### config.mk
export PLATFORM = sky130hd
export DESIGN_NAME = lag_measure
export DESIGN_NICKNAME = d
export VERILOG_FILES = /design/src/rtl/lag_pkg.sv /design/src/rtl/lag_measure_bin2bcd.sv /design/src/rtl/lag_measure.sv
export SDC_FILE = /design/constraint.sdc
export NUM_CORES = 1
export LEC_CHECK = 0
export CORE_MARGIN = 3
export CORE_UTILIZATION = 50
export CTS_CLUSTER_SIZE = 12
export DETAILED_ROUTE_END_ITERATION = 12
export MAX_ROUTING_LAYER = met4
export PLACE_DENSITY_LB_ADDON = 0.25
export SLEW_MARGIN = 20
export SYNTH_ARGS = -nofsm -noshare
export SYNTH_HDL_FRONTEND = slang
export SYNTH_SLANG_ARGS = --single-unit
export TNS_END_PERCENT = 20
### constraint.sdc
create_clock -name clock -period 2.8 [get_ports clock]
set_input_delay 0.42 -clock clock [delete_from_list [all_inputs] [get_ports clock]]
set_output_delay 0.42 -clock clock [all_outputs]
set_load 0.01 [all_outputs]
### src/rtl/lag_pkg.sv
// Shared types and constants for the lag measurement block.
package lag_pkg;

    localparam int BIN_WIDTH = 17;
    localparam int BCD_WIDTH = 20;

    localparam logic [BCD_WIDTH-1:0] BCD_HIDE = 20'h99999;

    localparam int CUR_LSB = 0;
    localparam int MIN_LSB = BCD_WIDTH;
    localparam int MAX_LSB = 2 * BCD_WIDTH;
    localparam int AVG_LSB = 3 * BCD_WIDTH;

    localparam logic [4*BCD_WIDTH-1:0] BCD_RESET = {BCD_HIDE, {BCD_WIDTH{1'b0}}, BCD_HIDE, BCD_HIDE};

    typedef enum logic [2:0] {
        IDLE,
        MEASURE,
        TIMEOUT,
        UPDATE,
        CONVERT,
        DONE
    } lag_state_t;

endpackage

### src/rtl/lag_measure_bin2bcd.sv
// Sequential double-dabble converter: one bit per clock, done pulses 17 clocks after start.
module bin2bcd
    import lag_pkg::*;
(
    input  logic                 clock,
    input  logic                 reset_n,
    input  logic                 start,
    input  logic [BIN_WIDTH-1:0] bin,
    output logic [BCD_WIDTH-1:0] bcd,
    output logic                 done
);

    logic [BIN_WIDTH-1:0] shift;
    logic [BCD_WIDTH-1:0] digits;
    logic [BCD_WIDTH-1:0] adjusted;
    logic [4:0]           remaining;

    always_comb begin
        adjusted = digits;
        for (int d = 0; d < BCD_WIDTH / 4; d++) begin
            if (digits[4*d +: 4] >= 4'd5) begin
                adjusted[4*d +: 4] = digits[4*d +: 4] + 4'd3;
            end
        end
    end

    always_ff @(posedge clock or negedge reset_n) begin
        if (!reset_n) begin
            shift     <= '0;
            digits    <= '0;
            remaining <= '0;
            done      <= 1'b0;
        end else if (start) begin
            shift     <= bin;
            digits    <= '0;
            remaining <= 5'(BIN_WIDTH);
            done      <= 1'b0;
        end else if (remaining != 5'd0) begin
            digits    <= {adjusted[BCD_WIDTH-2:0], shift[BIN_WIDTH-1]};
            shift     <= {shift[BIN_WIDTH-2:0], 1'b0};
            remaining <= remaining - 5'd1;
            done      <= (remaining == 5'd1);
        end else begin
            done <= 1'b0;
        end
    end

    assign bcd = digits;

endmodule

### src/rtl/lag_measure.sv
// Trigger-to-sensor lag meter with cur/min/max/avg statistics published as packed BCD.
// Build option LAG_SENSOR_DEBOUNCE_EN: require DEBOUNCE_CYCLES stable clocks before accepting an edge.
//
// state   | meaning
// IDLE    | waiting for starttrigger
// MEASURE | prescaler/counter running, watching for a sensor edge
// TIMEOUT | no edge before MAX_COUNT, cur forced to MAX_COUNT
// UPDATE  | fold latched sample into cur/min/max/avg
// CONVERT | cur, min, max, avg converted to BCD into the shadow register
// DONE    | shadow copied to bcdcount, bcd_valid pulsed
module lag_measure
    import lag_pkg::*;
#(
    parameter int TICK_DIV           = 148,
    parameter int MAX_COUNT          = 99999,
    parameter int AVG_LOG2           = 4,
    parameter bit SENSOR_ACTIVE_HIGH = 1'b1,
    parameter int DEBOUNCE_CYCLES    = 16
) (
    input  logic                   clock,
    input  logic                   reset_n,
    input  logic                   starttrigger,
    input  logic                   sensor,
    input  logic                   clear_stats,
    output logic [4*BCD_WIDTH-1:0] bcdcount,
    output logic                   bcd_valid,
    output logic                   busy
);

    localparam int PRE_W = (TICK_DIV > 1) ? $clog2(TICK_DIV) : 1;
    localparam int ACC_W = BIN_WIDTH + AVG_LOG2;
    localparam logic [BIN_WIDTH-1:0] MAX_BIN  = BIN_WIDTH'(MAX_COUNT);
    localparam logic [PRE_W-1:0]     PRE_LAST = PRE_W'(TICK_DIV - 1);
    localparam logic                 INVERT   = !SENSOR_ACTIVE_HIGH;

    lag_state_t             state;
    logic                   sync1, sync2, prev_active, active, rise, accept;
    logic [PRE_W-1:0]       pre;
    logic [BIN_WIDTH-1:0]   count, sample;
    logic [BIN_WIDTH-1:0]   cur_bin, min_bin, max_bin, avg_bin;
    logic [BIN_WIDTH-1:0]   min_src, max_src, avg_src, operand;
    logic [ACC_W-1:0]       acc, acc_next;
    logic [AVG_LOG2-1:0]    n;
    logic [1:0]             sel, op_sel;
    logic                   conv_start, conv_done;
    logic [BCD_WIDTH-1:0]   conv_bcd;
    logic [4*BCD_WIDTH-1:0] shadow;

    always_ff @(posedge clock or negedge reset_n) begin
        if (!reset_n) begin
            sync1       <= 1'b0;
            sync2       <= 1'b0;
            prev_active <= 1'b0;
        end else begin
            sync1       <= sensor;
            sync2       <= sync1;
            prev_active <= active;
        end
    end

    assign active = sync2 ^ INVERT;
    assign rise   = active & ~prev_active;

`ifdef LAG_SENSOR_DEBOUNCE_EN
    localparam int DB_W = $clog2(DEBOUNCE_CYCLES + 1);
    logic [DB_W-1:0] deb_cnt;
    logic            deb_armed;

    // Only edges seen inside MEASURE arm the debounce; a drop disarms until the next edge.
    always_ff @(posedge clock or negedge reset_n) begin
        if (!reset_n) begin
            deb_armed <= 1'b0;
            deb_cnt   <= '0;
        end else if (state != MEASURE) begin
            deb_armed <= 1'b0;
            deb_cnt   <= '0;
        end else if (rise) begin
            deb_armed <= 1'b1;
            deb_cnt   <= DB_W'(1);
        end else if (deb_armed && !active) begin
            deb_armed <= 1'b0;
            deb_cnt   <= '0;
        end else if (deb_armed && deb_cnt != DB_W'(DEBOUNCE_CYCLES)) begin
            deb_cnt <= deb_cnt + DB_W'(1);
        end
    end

    assign accept = deb_armed && (deb_cnt == DB_W'(DEBOUNCE_CYCLES));
`else
    localparam int unused_debounce = DEBOUNCE_CYCLES;
    assign accept = rise;
`endif

    // A clear arriving mid-conversion must already show in the fields not yet converted.
    always_comb begin
        min_src    = clear_stats ? MAX_BIN : min_bin;
        max_src    = clear_stats ? '0      : max_bin;
        avg_src    = clear_stats ? MAX_BIN : avg_bin;
        conv_start = (state == UPDATE) || (state == TIMEOUT) ||
                     ((state == CONVERT) && conv_done && (sel != 2'd3));
        op_sel     = (state == CONVERT) ? sel + 2'd1 : 2'd0;
        operand    = '0;
        case (op_sel)
            2'd0:    operand = (state == TIMEOUT) ? MAX_BIN : sample;
            2'd1:    operand = min_src;
            2'd2:    operand = max_src;
            default: operand = avg_src;
        endcase
    end

    assign acc_next = acc + ACC_W'(sample);

    bin2bcd u_bin2bcd (
        .clock   (clock),
        .reset_n (reset_n),
        .start   (conv_start),
        .bin     (operand),
        .bcd     (conv_bcd),
        .done    (conv_done)
    );

    always_ff @(posedge clock or negedge reset_n) begin
        if (!reset_n) begin
            state     <= IDLE;
            pre       <= '0;
            count     <= '0;
            sample    <= '0;
            cur_bin   <= MAX_BIN;
            min_bin   <= MAX_BIN;
            max_bin   <= '0;
            avg_bin   <= MAX_BIN;
            acc       <= '0;
            n         <= '0;
            sel       <= '0;
            shadow    <= BCD_RESET;
            bcdcount  <= BCD_RESET;
            bcd_valid <= 1'b0;
            busy      <= 1'b0;
        end else begin
            bcd_valid <= 1'b0;
            case (state)
                IDLE: begin
                    if (starttrigger) begin
                        pre   <= '0;
                        count <= '0;
                        busy  <= 1'b1;
                        state <= MEASURE;
                    end
                end
                MEASURE: begin
                    if (count == MAX_BIN) begin
                        state <= TIMEOUT;
                    end else if (accept) begin
                        sample <= count;
                        state  <= UPDATE;
                    end else if (pre == PRE_LAST) begin
                        pre   <= '0;
                        count <= count + BIN_WIDTH'(1);
                    end else begin
                        pre <= pre + PRE_W'(1);
                    end
                end
                TIMEOUT: begin
                    cur_bin <= MAX_BIN;
                    sel     <= 2'd0;
                    state   <= CONVERT;
                end
                UPDATE: begin
                    cur_bin <= sample;
                    min_bin <= (sample < min_bin) ? sample : min_bin;
                    max_bin <= (sample > max_bin) ? sample : max_bin;
                    if (n == '1) begin
                        avg_bin <= acc_next[ACC_W-1:AVG_LOG2];
                        acc     <= '0;
                        n       <= '0;
                    end else begin
                        acc <= acc_next;
                        n   <= n + AVG_LOG2'(1);
                    end
                    sel   <= 2'd0;
                    state <= CONVERT;
                end
                CONVERT: begin
                    if (conv_done) begin
                        shadow[BCD_WIDTH*sel +: BCD_WIDTH] <= conv_bcd;
                        if (sel == 2'd3) begin
                            state <= DONE;
                        end else begin
                            sel <= sel + 2'd1;
                        end
                    end
                end
                DONE: begin
                    bcdcount  <= shadow;
                    bcd_valid <= 1'b1;
                    busy      <= 1'b0;
                    state     <= IDLE;
                end
                default: begin
                    busy  <= 1'b0;
                    state <= IDLE;
                end
            endcase
            if (clear_stats) begin
                min_bin <= MAX_BIN;
                max_bin <= '0;
                avg_bin <= MAX_BIN;
                acc     <= '0;
                n       <= '0;
            end
        end
    end

endmodule
==> impl_results.md <==
- Fin cells: 2386
- # IOs: 87
- Setup TNS: 0 ns
- Slew HR: 45.7%
- Status: completed
- Total CTS buffers: 37
- Crit end category: flop
- Avg WL per Cell: 18.7 µm
- Area Overhead vs Synth: 16.9%
- Number of routed nets with antenna violations: 0
- Fmax: 0.387 GHz
- Syn Area/Cell: 9.22 µm²
- HP Class: input port to flop
- CTS tree: yes
- Dpl hpwl: 31600 µm
- Root Driver: clkbuf_16
- Ratio of cells with drive above 1 in the final layout: 13.0%
- Row cnt: 66
- Seq cells post-synth: 331
- Peak supply drop: 0.429 mV
- Core Util, Final: 59.9%
- Post-route DRC: 0
- Worst Path Required: 3.27 ns
- Placeable core area: 32900 µm²
- Least-Margin Pin Slew: 0.814 ns
- Worst skew pair latency: 0.54 ns
- Vias per std cell: 5.72
- PortBufs: 86
- Routed WL: 44500 µm
- Mapped Cells: 1831
- Overflow after GRT: 0
- Hold Violations, Final: 0
- Place WS: 0.174 ns
- Yosys top cell area share: 37.2%
- Pwr dens: 768 nW/µm²
- Dominant cell type by area after synthesis: dfrtp_1
- Clock sink count: 331
- First-pass GRT wire length: 72900 µm
- Antenna cells: 0
- Setup Skew: 0.0151 ns
- Slew Limit Fails: 0
- Count of cell types in the netlist: 77
- Syn_nets: 1909
- Leak: 8.89 nW
- Worst setup margin: 0.214 ns
- Clk slew on worst S/H paths: 0.06 ns
- Ys async rst share: 100%
- Vias in the first global route: 13400
- Sw frac: 34.2%
- First-pass DRT Iterations: 7
- Ys flop type: dfrtp_1
- Synth warnings: 0
- Die Wd: 190 µm
- Postcts setup bufs: 0
- Crit start category: flop
- Clock share of power: 32.5%
- Gpl congestion: 0.950
- Placed Cells: 2318
- Total track usage: 25.7%
- Drt initial violations: 927
- Largest net degree at the start of global routing: 84
- Seq pwr share: 38.9%
- Setup Crit Path Kind: flop to flop
- Total power: 15.2 mW
- Area contributors post-synth: dfrtp_1, dfstp_2, nand2_1
- Fin nets: 1994
- Comb pwr share: 28.5%
- Initial antenna violation count: 0
- Sequential fraction of the synthesis area: 49.6%
- Setup Viol. Count Final: 0
- # fillers: 2848
- H-tree levels: 2
- CTS max path bufs: 3
- Period minus WS final: 2.59 ns
- Internal power: 9.98 mW
- Detailed-route via count: 13600
- RSZ-0062 raised after global routing: false
- Synth top cells by count: nand2_1, dfrtp_1, o21ai_0, nor2_1
- Max FO, Critical Path: 7
- Count leader, synth: nand2_1
- Period Utilization, post-route: 92.4%
- Max-cap violations: 0
- NetSw: 5.18 mW
- Mapped cell area: 16900 µm²
- Chip Height: 190 µm
- Initial Util: 51.3%
- WP data arrival: 3.05 ns
- Total die area: 36000 µm²
- EDFF count, synth: 0
-- logic make-up after synthesis --
family          share of synthesized area [%]
fa+ha+maj                                5.45
mux                                      4.68
xor+xnor                                 1.97
simple gates                             19.0
buf+inv                                  3.98
compound gates                           15.3
flops                                    49.6
-- power by group through the flow --
stage	logic, mW	registers, mW	clock network, mW
floorplan	3.01	5.71	0
finish	4.33	5.90	4.93
global placement	4.20	5.95	0
CTS	4.31	5.89	5.03
global route	4.79	5.97	5.23
detailed placement	4.29	5.97	0
-- critical path: stages (launching register included) --
cell      delay (ns)
dfrtp_1         0.47
ha_1            0.39
o21ai_0         0.12
o21bai_1        0.27
o21ai_1         0.14
o211ai_1        0.44
a21boi_1        0.18
or3_1           0.34
a31oi_1         0.17
-- cells in the final DEF (no fill, tap or decap), types with 17 or more instances in the layout --
cell type        Yosys  layout
xnor2_1             27      27
mux2i_1             44      44
dfrtp_1            251     251
o211ai_1            19      19
inv_1               71      71
nor3_1              22      21
a31oi_1             21      21
clkdlybuf4s50_1      0      84
mux2_2              23      23
a21oi_1             76      76
ha_1                72      72
nand3_1             28      28
nor2b_1             19      19
o21ai_0            165     164
a22o_1              29      29
nor2_1             123     123
nand2b_1            20      20
clkbuf_16            0      37
buf_4                0      54
nand2_1            426     426
and3_1              20      20
a211o_1             17      17
dfstp_2             80      80
-- worst paths after layout --
path / cells past startpoint / start / slack, ns / to
hold reg to reg: 0 / sync1$_DFF_PN0_ / 0.34 / active$_DFF_PN0_
hold / removal: 2 / clear_stats / 0.33 / max_bin[13]$_DFFE_PN0P_
setup reg to reg: 8 / sample[3]$_DFFE_PN0P_ / 0.21 / avg_bin[15]$_DFFE_PN1P_
setup / recovery: 8 / sample[3]$_DFFE_PN0P_ / 0.21 / avg_bin[15]$_DFFE_PN1P_
min in group asynchronous: 2 / reset_n / 0.46 / bcdcount[29]$_DFFE_PN0P_
max in group asynchronous: 3 / reset_n / 1.50 / bcdcount[75]$_DFFE_PN1P_
-- final cells by class --
type | count | area, µm² | share of cell area [%]
clock buffers | 59 | 1080 | 5.46
clock inverters | 8 | 169 | 0.855
inverters | 72 | 270 | 1.37
multi-input cells | 1325 | 7860 | 39.8
flip-flops and latches | 331 | 8380 | 42.4
well taps | 442 | 553 | 2.80
repair buffers | 149 | 1440 | 7.27
-- registers in the layout (all words and copies together) (netlist names), 17 cells and up --
register / flops
bcdcount: 80
u_bin2bcd.shift: 17
u_bin2bcd.bcd: 20
acc: 21
shadow: 80
sample: 17
count: 17
min_bin: 17
max_bin: 17
avg_bin: 17
-- metal layers --
layer	wire length (µm)	vias up	track usage, %
li1	-	6464	-
met1	19200	6695	33.2
met2	21900	397	43.0
met3	2010	92	3.00
met4	1420	0	8.05
met5	0	-	-
-- stage by stage --
stage	hold WS (ns)	area, µm²
floorplan	0.124	16900
global placement	0.337	18500
detailed placement	0.335	18500
CTS	0.315	19700
global route	0.338	19700
finish	0.327	19700
-- repair_timing --
action	CTS	global route
hold endpoints to repair	60	0
setup endpoints to repair	0	16
resized for setup	0	4
hold buffers	1	0
(Power assumes the default switching activity.)
